**config.mk**
```make
export PLATFORM = sky130hd
export DESIGN_NAME = serial_adder
export DESIGN_NICKNAME = d
export VERILOG_FILES = /design/src/rtl/serial_adder_pkg.sv /design/src/rtl/full_adder_chain.sv /design/src/rtl/serial_adder.sv
export SDC_FILE = /design/constraint.sdc
export NUM_CORES = 1
export LEC_CHECK = 0
export CAP_MARGIN = 20
export CORE_ASPECT_RATIO = 0.8
export CORE_MARGIN = 1.5
export CORE_UTILIZATION = 51
export CTS_CLUSTER_SIZE = 10
export DETAILED_ROUTE_END_ITERATION = 10
export PLACE_DENSITY = 0.8
export SYNTH_ARGS = -nofsm -noshare
export SYNTH_HDL_FRONTEND = slang
export SYNTH_HIERARCHICAL = 1
export SYNTH_SLANG_ARGS = --single-unit
```
**constraint.sdc**
```tcl
create_clock -name CLK -period 4.55 [get_ports CLK]
set_clock_uncertainty 0.05 [all_clocks]
set_input_delay 1.365 -clock CLK [delete_from_list [all_inputs] [get_ports CLK]]
set_output_delay 1.365 -clock CLK [all_outputs]
set_load 0.005 [all_outputs]
```
**src/rtl/serial_adder_pkg.sv**
```systemverilog
// Shared types and helpers for the digit-serial adder.
package serial_adder_pkg;

  typedef enum logic [1:0] {
    IDLE = 2'd0,
    RUN  = 2'd1,
    DONE = 2'd2
  } state_t;

  // Step counter width; a single-step adder still needs one counter bit.
  function automatic int cnt_width(input int nstep);
    return (nstep <= 1) ? 1 : $clog2(nstep);
  endfunction

endpackage

```
**src/rtl/full_adder_chain.sv**
```systemverilog
// Combinational ripple of DIGIT full-adder cells; also exposes the carry into the top cell.
module full_adder_chain #(
  parameter int DIGIT = 4
) (
  input  logic [DIGIT-1:0] A,
  input  logic [DIGIT-1:0] B,
  input  logic             CI,
  output logic [DIGIT-1:0] S,
  output logic             CO,
  output logic             C_MSB
);

  logic [DIGIT:0] c;

  assign c[0] = CI;

  for (genvar gi = 0; gi < DIGIT; gi++) begin : g_cell
    assign S[gi]   = A[gi] ^ B[gi] ^ c[gi];
    assign c[gi+1] = (A[gi] & B[gi]) | (c[gi] & (A[gi] ^ B[gi]));
  end

  assign CO    = c[DIGIT];
  assign C_MSB = c[DIGIT-1];

endmodule

```
**src/rtl/serial_adder.sv**
```systemverilog
// Digit-serial adder: WIDTH-bit X+Y+CARRY_IN computed DIGIT bits per clock with valid/ready handshakes.
module serial_adder
  import serial_adder_pkg::*;
#(
  parameter int WIDTH = 32,
  parameter int DIGIT = 4
) (
  input  logic             CLK,
  input  logic             RST,
  input  logic             START_VALID,
  output logic             START_READY,
  input  logic [WIDTH-1:0] X,
  input  logic [WIDTH-1:0] Y,
  input  logic             CARRY_IN,
  output logic             DONE_VALID,
  input  logic             DONE_READY,
  output logic [WIDTH-1:0] SUM,
  output logic             CARRY_OUT,
  output logic             OVERFLOW
);

  localparam int NSTEP = WIDTH / DIGIT;
  localparam int CW    = cnt_width(NSTEP);
  localparam logic [CW-1:0] LAST_STEP = CW'(NSTEP - 1);

  state_t           state_q, state_d;
  logic [CW-1:0]    cnt_q, cnt_d;
  logic             carry_q, carry_d;
  logic [WIDTH-1:0] x_q, x_d;
  logic [WIDTH-1:0] y_q, y_d;
  logic [WIDTH-1:0] sum_q, sum_d;
  logic             cout_q, cout_d;
  logic             ovf_q, ovf_d;

  logic [DIGIT-1:0] fa_s;
  logic             fa_co;
  logic             fa_cmsb;
  logic [WIDTH-1:0] sum_shift;

  full_adder_chain #(
    .DIGIT(DIGIT)
  ) u_chain (
    .A    (x_q[DIGIT-1:0]),
    .B    (y_q[DIGIT-1:0]),
    .CI   (carry_q),
    .S    (fa_s),
    .CO   (fa_co),
    .C_MSB(fa_cmsb)
  );

  // New digits enter at the top so the LSB digit lands at bit 0 after NSTEP shifts.
  if (WIDTH == DIGIT) begin : g_single
    assign sum_shift = fa_s;
  end else begin : g_multi
    assign sum_shift = {fa_s, sum_q[WIDTH-1:DIGIT]};
  end

  always_comb begin
    state_d = state_q;
    cnt_d   = cnt_q;
    carry_d = carry_q;
    x_d     = x_q;
    y_d     = y_q;
    sum_d   = sum_q;
    cout_d  = cout_q;
    ovf_d   = ovf_q;
    case (state_q)
      IDLE: begin
        if (START_VALID) begin
          x_d     = X;
          y_d     = Y;
          carry_d = CARRY_IN;
          cnt_d   = '0;
          state_d = RUN;
        end
      end
      RUN: begin
        sum_d   = sum_shift;
        x_d     = x_q >> DIGIT;
        y_d     = y_q >> DIGIT;
        carry_d = fa_co;
        cnt_d   = cnt_q + CW'(1);
        if (cnt_q == LAST_STEP) begin
          cout_d  = fa_co;
          ovf_d   = fa_co ^ fa_cmsb;
          state_d = DONE;
        end
      end
      DONE: begin
        if (DONE_READY) begin
          state_d = IDLE;
        end
      end
      default: state_d = IDLE;
    endcase
  end

  always_ff @(posedge CLK or posedge RST) begin
    if (RST) begin
      state_q <= IDLE;
      cnt_q   <= '0;
      carry_q <= 1'b0;
      x_q     <= '0;
      y_q     <= '0;
      sum_q   <= '0;
      cout_q  <= 1'b0;
      ovf_q   <= 1'b0;
    end else begin
      state_q <= state_d;
      cnt_q   <= cnt_d;
      carry_q <= carry_d;
      x_q     <= x_d;
      y_q     <= y_d;
      sum_q   <= sum_d;
      cout_q  <= cout_d;
      ovf_q   <= ovf_d;
    end
  end

  assign START_READY = (state_q == IDLE);
  assign DONE_VALID  = (state_q == DONE);
  assign SUM         = sum_q;
  assign CARRY_OUT   = cout_q;
  assign OVERFLOW    = ovf_q;

endmodule

```
==> impl_metrics.toml <==
[status]
status = "finished clean"

[pwr]
vdd.ir_drop.worst_uv = 294
power_frac_clock_pct = 19.6
seqPwrFrac_pct = 41.6
switching_share_pct = 36.5
intPower_mw = 2.54
p_leak_nw = 2.82
power_density_nw_per_um2 = 635
power.switching_mw = 1.46
pwr-share-comb_pct = 38.8

[die]
die_area_um2 = 10400
start_util_pct = 52.0
die_w_um = 113
die_y_um = 91.4
rows = 32
io_pins = 105
coreArea_um2 = 9570

[synthesis]
yosysMostFrequentCell = "nand2_1"
synthTopCellsByArea = "dfrtp_1 52%, nand2_1 10%, a22oi_1 4.4%, nand3b_1 4.4%, nor3b_1 4.2%"
ys.flop_type = "dfrtp_1"
netlist_area_um2 = 4980
netlist_instances = 524
syn_nets = 599
yosysUniqueCellTypes = 26
ys_seq_area_share_pct = 52.3
yosys_warnings = 6
ys_async_sr_fraction_pct = 100
synth_edf_count = 0
ys_ff_latch = 104
yosys-top-cells-count = "132 x nand2_1, 104 x dfrtp_1, 36 x nor3_1"
synth_top_area_cell = "dfrtp_1"
yosysTopAreaCellShare_pct = 52.3
avgSynthCellArea_um2 = 9.50

[global_route]
grtUsageTotal_pct = 22.6
antenna_found_initial = 0
grt_pass1_vias = 4044
grt_max_degree = 71
grt_pass1_wl_mm = 18.8
grt-ovfl-total = 0

[setup_path]
worstPathArrival_ns = 1.93
critPathKind = "flop to output pin"
crit_slowest_cell = "dfrtp_2"
reg2reg_from = "state_q[1]$_DFFE_PP0P_"
path_cells = "nand2b_1 > inv_1 > clkdlybuf4s50_1"
cp-start-kind = "flop"
r2r.worst_path.cells = 4
r2r-end = "y_q[30]$_DFFE_PP0P_"
path_max_fanout = 51
max_stage_delay_ns = 0.85
cpLargestDelayFamily = "flip-flops"
crit_required_ns = 3.13
reg2reg_slack_ns = 1.69
crit_path_end_kind = "output pin"
worst-path-buf-inv = 2

[place]
buffer_ports.inserted = 104
gp_congestion = 0.809
placedInstanceArea_um2 = 5980
dp_hpwl_mm = 7.45
place_ws_ns = 1.25

[clock_network]
cts_buffers = 9
clk_latency_ns = 0.34
clkTransAtPathRegs_ns = 0.07
cts_tree = "done"
holdBufCountCts = 0
postCtsSetupBuffers = 0
ctsRootBufferMaster = "clkbuf_16"
post_cts_resized = 0
clockBufferDepth = 2
clock_sinks = 104
h-tree-depth = 3

[layout]
fillCellCount = 784
stdcell_area_um2 = 6310
multi_input_comb_area_um2 = 2100
final_core_utilization_pct = 66.0
seq_area_um2 = 2610
area_growth_syn_to_layout_pct = 26.8
final_layout_size_suffix_gt1_share_pct = 8.35
fin_nets = 681
antenna_cells = 0

[sta]
tightestPinTransition_ns = 1.07
setup_slack_ns = 1.20
finalHoldViolCount = 0
drv_slew = 0
post-route-period-util_pct = 73.6
fmax_mhz = 299
period_minus_slack_ns = 3.35
setup_tns_ns = 0
setup_viol = 0
relSlewSlack_pct = 28.5
grt_setup_unrepaired = "false"

[job]
cap_violations = 0

[detailed_routing]
first_pass_iters = 5
ant_nets = 0
wl_mm = 11.2
wl_per_cell_um = 15.3
vias_per_cell = 5.53
routed-via-count = 4040
drcViolationCount = 0
drt_iter0_drc = 283

[hold_path]
whs_path_depth = 2
hp-class = "flop to flop"
min_from = "SUM[3]$_DFFE_PP0P_"
whs_endpoint = "SUM[3]$_DFFE_PP0P_"
[through the flow]
stage / hold WS, ns / power, mW / cells
final: 0.429 / 4.01 / 730
after global routing: 0.461 / 4.31 / 730
after CTS: 0.437 / 4.01 / 729
after detailed placement: 0.420 / 3.21 / 713
after global placement: 0.409 / 3.11 / 713
after floorplan: 0.414 / 2.65 / 524
[sequential cells by signal, summed over array words and instances (netlist names)]
name	cells
y_q	32
SUM	32
OVERFLOW	1
state_q	2
cnt_q	3
carry_q	1
x_q	32
CARRY_OUT	1
[cell usage in the layout (no fill, tap or decap), drive strengths merged, types with 2 or more instances in the layout]
cell and n:
inv 13, fa 4, nand3 29, nor3b 28, dfrtp 104, nor3 56, nand2b 3, ha 2
a22o 5, mux2 2, nor2b 3, nand3b 29, buf 8, nor2 31, clkbuf 10, a22oi 29
o21ai 12, clkdlybuf4s50 104, clkinvlp 2, nand2 132
[layout make-up]
class | count | share of cell area, %
flip-flops and latches | 104 | 41.3
clock buffers | 10 | 3.63
repair buffers | 112 | 17.8
inverters | 10 | 0.634
multi-input cells | 369 | 33.2
clock inverters | 6 | 1.17
well taps | 119 | 2.36
[worst max path at each step]
stage                            from                     to  slack, ns  cells after the start
4_1_cts        state_q[1]$_DFFE_PP0P_             DONE_VALID       1.20                      3
6_report       state_q[1]$_DFFE_PP0P_             DONE_VALID       1.20                      3
3_3_place_gp              START_VALID     y_q[2]$_DFFE_PP0P_       1.36                      4
5_1_grt        state_q[1]$_DFFE_PP0P_             DONE_VALID       1.08                      3
3_5_place_dp              START_VALID    y_q[25]$_DFFE_PP0P_       1.25                      4
2_1_floorplan                     RST  CARRY_OUT$_DFFE_PP0P_       0.40                      1
[cells by family after synthesis]
kind of cell	Yosys count	synth area share (%)
DFF	104	52.3
AOI/OAI and AO/OA	49	6.91
and+or+nand+nor	311	32.3
muxes	2	0.452
adders and majority gates	6	2.11
buffers and inverters	51	5.81
xor gates and xnor gates	1	0.176
[metal layers]
metal  part of all wire (%)  GRT usage (%)
met2                     49           37.0
met5                      0              0
met3                    4.8           5.87
met4                    1.7           6.35
met1                     45           29.9
[power groups by stage]
| stage | Combinational [mW] | Clock, mW | Sequential, mW |
|---|---|---|---|
| finish | 1.55 | 0.784 | 1.67 |
| floorplan | 1.09 | 0 | 1.56 |
| detailed placement | 1.53 | 0 | 1.68 |
| global route | 1.75 | 0.831 | 1.72 |
| CTS | 1.55 | 0.800 | 1.66 |
| global placement | 1.45 | 0 | 1.66 |
[worst register-to-register path: stages (launching register included)]
cell and delay [ns]:
dfrtp_2 0.85, buf_4 0.56, nand2b_1 0.90, nor2_1 0.17, a22o_1 0.23
Power figures use the tool's default switching activity.
